File: config.mk
export PLATFORM = sky130hd
export DESIGN_NAME = period_meter
export DESIGN_NICKNAME = d
export VERILOG_FILES = /design/src/rtl/period_meter_pkg.sv /design/src/rtl/period_meter_edge_sync.sv /design/src/rtl/period_meter.sv
export SDC_FILE = /design/constraint.sdc
export NUM_CORES = 1
export LEC_CHECK = 0
export BUFFER_PORTS_ARGS = -buffer_cell sky130_fd_sc_hd__buf_2
export CAP_MARGIN = 20
export CORE_MARGIN = 8
export CORE_UTILIZATION = 66
export CTS_CLUSTER_SIZE = 20
export DETAILED_ROUTE_END_ITERATION = 16
export HOLD_SLACK_MARGIN = 0.12
export PLACE_DENSITY = 0.84
export SYNTH_ARGS = -nofsm -noshare
export SYNTH_HDL_FRONTEND = slang
export SYNTH_SLANG_ARGS = --single-unit
File: constraint.sdc
create_clock -name clk -period 5.3 [get_ports clk]
set_input_delay 0.53 -clock clk [delete_from_list [all_inputs] [get_ports clk]]
set_output_delay 0.53 -clock clk [all_outputs]
set_load 0.03 [all_outputs]
File: src/rtl/period_meter_pkg.sv
// Shared definitions for the period meter: measurement states and default timeout.
package period_meter_pkg;

  typedef enum logic [1:0] {
    S_WAIT   = 2'd0,
    S_MEAS   = 2'd1,
    S_STABLE = 2'd2
  } state_t;

  localparam int DEFAULT_TIMEOUT = 65535;

endpackage

File: src/rtl/period_meter_edge_sync.sv
// Multi-flop synchronizer for an asynchronous input followed by a rising-edge detector.
module edge_sync #(
  parameter int SYNC_STAGES = 2
) (
  input  logic clk,
  input  logic RST,
  input  logic d,
  output logic q_rise
);

  logic [SYNC_STAGES-1:0] sync;
  logic                   last_q;

  always_ff @(posedge clk) begin
    if (RST) begin
      sync   <= '0;
      last_q <= 1'b0;
    end else begin
      sync   <= {sync[SYNC_STAGES-2:0], d};
      last_q <= sync[SYNC_STAGES-1];
    end
  end

  assign q_rise = sync[SYNC_STAGES-1] & ~last_q;

endmodule

File: src/rtl/period_meter.sv
// Measures the reference clock period in sampling-clock ticks, qualifies it as
// stable after consecutive matching periods, and flags a lost reference.
module period_meter
  import period_meter_pkg::*;
#(
  parameter int WIDTH        = 32,
  parameter int SYNC_STAGES  = 2,
  parameter int STABLE_COUNT = 4,
  parameter int TOLERANCE    = 1,
  parameter int TIMEOUT      = DEFAULT_TIMEOUT
) (
  input  logic             clk,
  input  logic             RST,
  input  logic             clk_in,
  output logic [WIDTH-1:0] period,
  output logic             period_valid,
  output logic             period_stable,
  output logic             lost
);

  localparam int MW = $clog2(STABLE_COUNT + 1);
  localparam logic [WIDTH-1:0] CNT_MAX   = '1;
  localparam logic [WIDTH-1:0] CNT_ONE   = WIDTH'(1);
  localparam logic [WIDTH-1:0] TIMEOUT_W = WIDTH'(TIMEOUT);
  localparam logic [WIDTH:0]   TOL_W     = (WIDTH + 1)'(TOLERANCE);
  localparam logic [MW-1:0]    STABLE_W  = MW'(STABLE_COUNT);
  localparam logic [MW-1:0]    MATCH_ONE = MW'(1);

  logic rise;

  edge_sync #(.SYNC_STAGES(SYNC_STAGES)) u_edge_sync (
    .clk    (clk),
    .RST    (RST),
    .d      (clk_in),
    .q_rise (rise)
  );

  state_t           state, state_nxt;
  logic [WIDTH-1:0] count, count_nxt, period_nxt;
  logic [MW-1:0]    match, match_nxt;
  logic             valid_nxt, stable_nxt, lost_nxt;
  logic [WIDTH:0]   cur_ext, prev_ext, diff;
  logic             in_tol, timed_out;

  // One extra bit keeps the absolute difference exact for any pair of counts.
  always_comb begin
    cur_ext   = {1'b0, count};
    prev_ext  = {1'b0, period};
    diff      = (cur_ext >= prev_ext) ? (cur_ext - prev_ext) : (prev_ext - cur_ext);
    in_tol    = (diff <= TOL_W);
    timed_out = (count == TIMEOUT_W);
  end

  always_comb begin
    state_nxt  = state;
    count_nxt  = rise ? CNT_ONE : ((count == CNT_MAX) ? count : count + CNT_ONE);
    period_nxt = period;
    valid_nxt  = 1'b0;
    stable_nxt = period_stable;
    lost_nxt   = lost;
    match_nxt  = match;

    if (rise) begin
      lost_nxt = 1'b0;
      case (state)
        S_WAIT: state_nxt = S_MEAS;
        S_MEAS, S_STABLE: begin
          period_nxt = count;
          valid_nxt  = 1'b1;
          // A zero match count marks the first capture after arming: nothing to compare yet.
          if (match == '0)
            match_nxt = MATCH_ONE;
          else if (in_tol)
            match_nxt = (match == STABLE_W) ? match : match + MATCH_ONE;
          else
            match_nxt = MATCH_ONE;

          if (state == S_STABLE && !in_tol) begin
            stable_nxt = 1'b0;
            state_nxt  = S_MEAS;
          end else if (match_nxt == STABLE_W) begin
            stable_nxt = 1'b1;
            state_nxt  = S_STABLE;
          end
        end
        default: state_nxt = S_WAIT;
      endcase
    end else if (state != S_WAIT && timed_out) begin
      lost_nxt   = 1'b1;
      stable_nxt = 1'b0;
      match_nxt  = '0;
      state_nxt  = S_WAIT;
    end
  end

  always_ff @(posedge clk) begin
    if (RST) begin
      state         <= S_WAIT;
      count         <= '0;
      match         <= '0;
      period        <= '0;
      period_valid  <= 1'b0;
      period_stable <= 1'b0;
      lost          <= 1'b0;
    end else begin
      state         <= state_nxt;
      count         <= count_nxt;
      match         <= match_nxt;
      period        <= period_nxt;
      period_valid  <= valid_nxt;
      period_stable <= stable_nxt;
      lost          <= lost_nxt;
    end
  end

endmodule

==> summary.txt <==
Status
  – Outcome: finished clean

Placed design
  – GP Congestion: 1.04
  – Pre-CTS WS: about 0.77 ns
  – Port Buffers: 37
  – Post-detail-place hpwl: 16000 um
  – Post-place instance area: between 0.007 and 0.008 mm^2

Routing
  – Vias: 6950
  – Antenna violation net count after detailed routing: 0
  – Remaining DRCs: 0
  – DR iter-0 viols: between 700 and 800
  – Post-Route WL: ~21000 um
  – Vias per cell: between 6 and 7
  – DR pass1 iterations: 8
  – WL per Instance: roughly 19 um

Die
  – Core area: 0.0103 mm^2
  – Die width: about 120 um
  – Die extent in y: 119 um
  – Row Count: 37
  – Initial Util: 0.675
  – Top Ports: 38
  – Die ar.: roughly 0.014 mm^2

Synthesis
  – Async SR Flop Fraction: 0
  – Synth Register Bits: 75
  – Mean post-synth cell area: around 7.3 um^2
  – EDFF count, synth: 0
  – Mapped Nets: between 1000 and 1500
  – Synth cell types: 74
  – Ys flop type: dfxtp_1
  – Area leader, netlist: dfxtp_1
  – Top cells by area in the synthesized netlist: dfxtp_1 22%, ha_1 13%, a21oi_1 8.0%
  – Post-synthesis cell count: about 950
  – Register area share after synthesis: 0.217
  – Mapped Area: between 0.006 and 0.007 mm^2
  – Synth top area share: 0.217
  – Synth Warn #: 0

Final layout
  – Layout cells sized above 1: 0.0903
  – Nets: ~1000
  – Area delta synth->final: 5.59%
  – Finished Cell Area: 0.00732 mm^2
  – Diodes inserted: 0

Global routing
  – First-pass GRT wire length: roughly 34000 um
  – Grt ovf: 0
  – Total track usage: 0.292
  – Vias in the first global route: 6465
  – Largest net degree at the start of global routing: between 40 and 50
  – Initial antenna violation count: 0

CTS
  – CTS tree: done
  – Clock latency on the worst-skew pair: between 0.3 and 0.4 ns
  – Resized cells post-CTS: 0
  – H-tree depth: 3
  – Clock Sinks: 75
  – Clock slew at reported path FFs: 0.09 ns
  – Post-CTS Setup Inserts: 0
  – Clock Path Buffers: 2
  – Cts bufs inserted: 9
  – Post-CTS Hold Buffers: 0
  – Root buf cell: clkbuf_8

STA
  – Slew Limit Fails: 0
  – Final Hold Fails: 0
  – Slew margin rel.: 0.282
  – Setup TNS: 0 ns
  – Worst setup margin: 0.617 ns
  – Finish-stage setup viols: 0
  – Minimum clock period: ~4.7 ns
  – Clk_skew: approximately 0.011 ns
  – Period utilization: 0.884
  – Fmax: between 200 and 250 MHz
  – Slew @ Worst Pin: between 1 and 1.5 ns
  – RSZ-0062 raised after global routing: false

Worst setup path
  – Maximum fanout along the worst path: 16
  – Setup CP Type: register to register
  – CP Data Arrival Time: roughly 5 ns
  – CP startpoint kind: register
  – CP endpoint kind: register
  – Worst Path Required: 5.61 ns

Pwr
  – Pwr dens: 184 mW/mm^2
  – Peak VDD IR: ~130 uV
  – Leak Pwr: about 0.0031 uW
  – Tot Pwr: between 1000 and 1500 uW

Min path
  – Min-Delay Path Class: input port to register

Job
  – Max Cap Violations: 0
## power by group
group          internal (uW)  leakage (uW)  total [uW]  switching [uW]
registers                566      0.000605         570            3.58
clock network            269      0.000110         520             251
logic                    101       0.00235         254             153
total                    936       0.00307        1340             408
## metrics by stage
stage                     hold WS [ns]  utilization  instances
final                            0.374        0.712       1099
after global routing             0.368        0.712       1099
after CTS                        0.371        0.712       1099
after detailed placement         0.431        0.691       1083
after global placement           0.420        0.691       1083
after floorplan                  0.414            -        954
## per-layer routing
layer | vias up | GRT usage | routed length [um]
li1 | 3341 | - | -
met3 | 57 | 0.0519 | 1860
met1 | 3216 | 0.387 | 9180
met2 | 336 | 0.453 | 9160
met5 | - | 0 | 0
met4 | 0 | 0.134 | 802
## cells in the final DEF (no fill, tap or decap), types with 3 or more instances in the layout
cell type	n
xor2_1	18
nand4_1	30
buf_2	37
inv_1	86
nand3_1	19
clkbuf_8	9
o2111ai_1	5
xnor2_1	50
a211o_1	3
nand2_1	122
dfxtp_1	75
o31ai_1	6
mux2i_1	10
nand2b_1	8
and2_1	4
o21a_1	6
o21bai_1	13
a21oi_1	111
nor3_1	18
a21oi_2	5
a31oi_1	6
o21ai_1	5
o21ai_0	49
nor4_1	14
nor2_1	75
o211ai_1	6
nor2b_1	6
a221oi_1	5
ha_1	70
a211oi_1	5
buf_4	5
a21o_1	15
or3_1	9
## registers in the layout (all words and copies together) (netlist names)
| name | count |
|---|---|
| count | 32 |
| period | 32 |
| match | 3 |
| state | 2 |
| u_edge_sync.sync | 2 |
| lost | 1 |
| period_stable | 1 |
| period_valid | 1 |
| u_edge_sync.last_q | 1 |
## cells by family after synthesis
kind of cell / after synthesis / share of synthesized area
adder cells (fa/ha/maj): 72 / 0.132
multiplexers: 12 / 0.0177
AND/OR/NAND/NOR: 324 / 0.225
XOR/XNOR: 68 / 0.0859
flip-flops: 75 / 0.217
buffers and inverters: 135 / 0.0798
AO/OA/AOI/OAI: 268 / 0.243
## worst max-delay path, stage by stage, from the launching register on
cell and delay [ns]:
dfxtp_1 0.40, inv_1 0.06, ha_1 0.56, nand4_1 0.25, or4_4 0.60, a211oi_4 0.29
or3_1 0.61, a32oi_2 0.22, xnor2_1 0.17, or3b_4 0.41, nor4_4 0.33, nand4_4 0.22
or3_1 0.36, a21oi_1 0.14
## Yosys cell counts (3+ instances only)
| library cell | instances |
|---|---|
| o21bai_1 | 13 |
| a21o_1 | 15 |
| or3_1 | 9 |
| nor2_1 | 75 |
| a221oi_1 | 5 |
| a211o_1 | 3 |
| buf_2 | 19 |
| o21ai_1 | 5 |
| nand3_1 | 19 |
| a211oi_1 | 5 |
| nor3_1 | 18 |
| xnor2_1 | 50 |
| inv_1 | 86 |
| nand2_1 | 123 |
| nand4_1 | 30 |
| o211ai_1 | 6 |
| dfxtp_1 | 75 |
| nor2b_1 | 6 |
| o2111ai_1 | 5 |
| a21oi_2 | 5 |
| and2_1 | 4 |
| nand2b_1 | 8 |
| o21a_1 | 6 |
| ha_1 | 70 |
| nor4_1 | 14 |
| o31ai_1 | 6 |
| a21oi_1 | 111 |
| clkbuf_1 | 25 |
| a31oi_1 | 6 |
| xor2_1 | 18 |
| o21ai_0 | 49 |
| mux2i_1 | 10 |
## worst paths after layout
path	endpoint	cells past startpoint	start	slack (ns)
setup / recovery	period_stable	13	period[18]	0.62
hold / removal	u_edge_sync.sync[0]	2	clk_in	0.37
setup reg to reg	period_stable	13	period[18]	0.62
hold reg to reg	u_edge_sync.sync[1]	1	u_edge_sync.sync[0]	0.45
## final cells by class
class | instances | area (um^2)
fillers | 886 | 2960
inverters | 86 | 323
repair buffers | 42 | 223
clock inverters | 7 | 98.8
clock buffers | 9 | 124
multi-input cells | 744 | 4880
well taps | 136 | 170
flip-flops and latches | 75 | 1500
No activity file was read; power rests on OpenSTA's default activity.
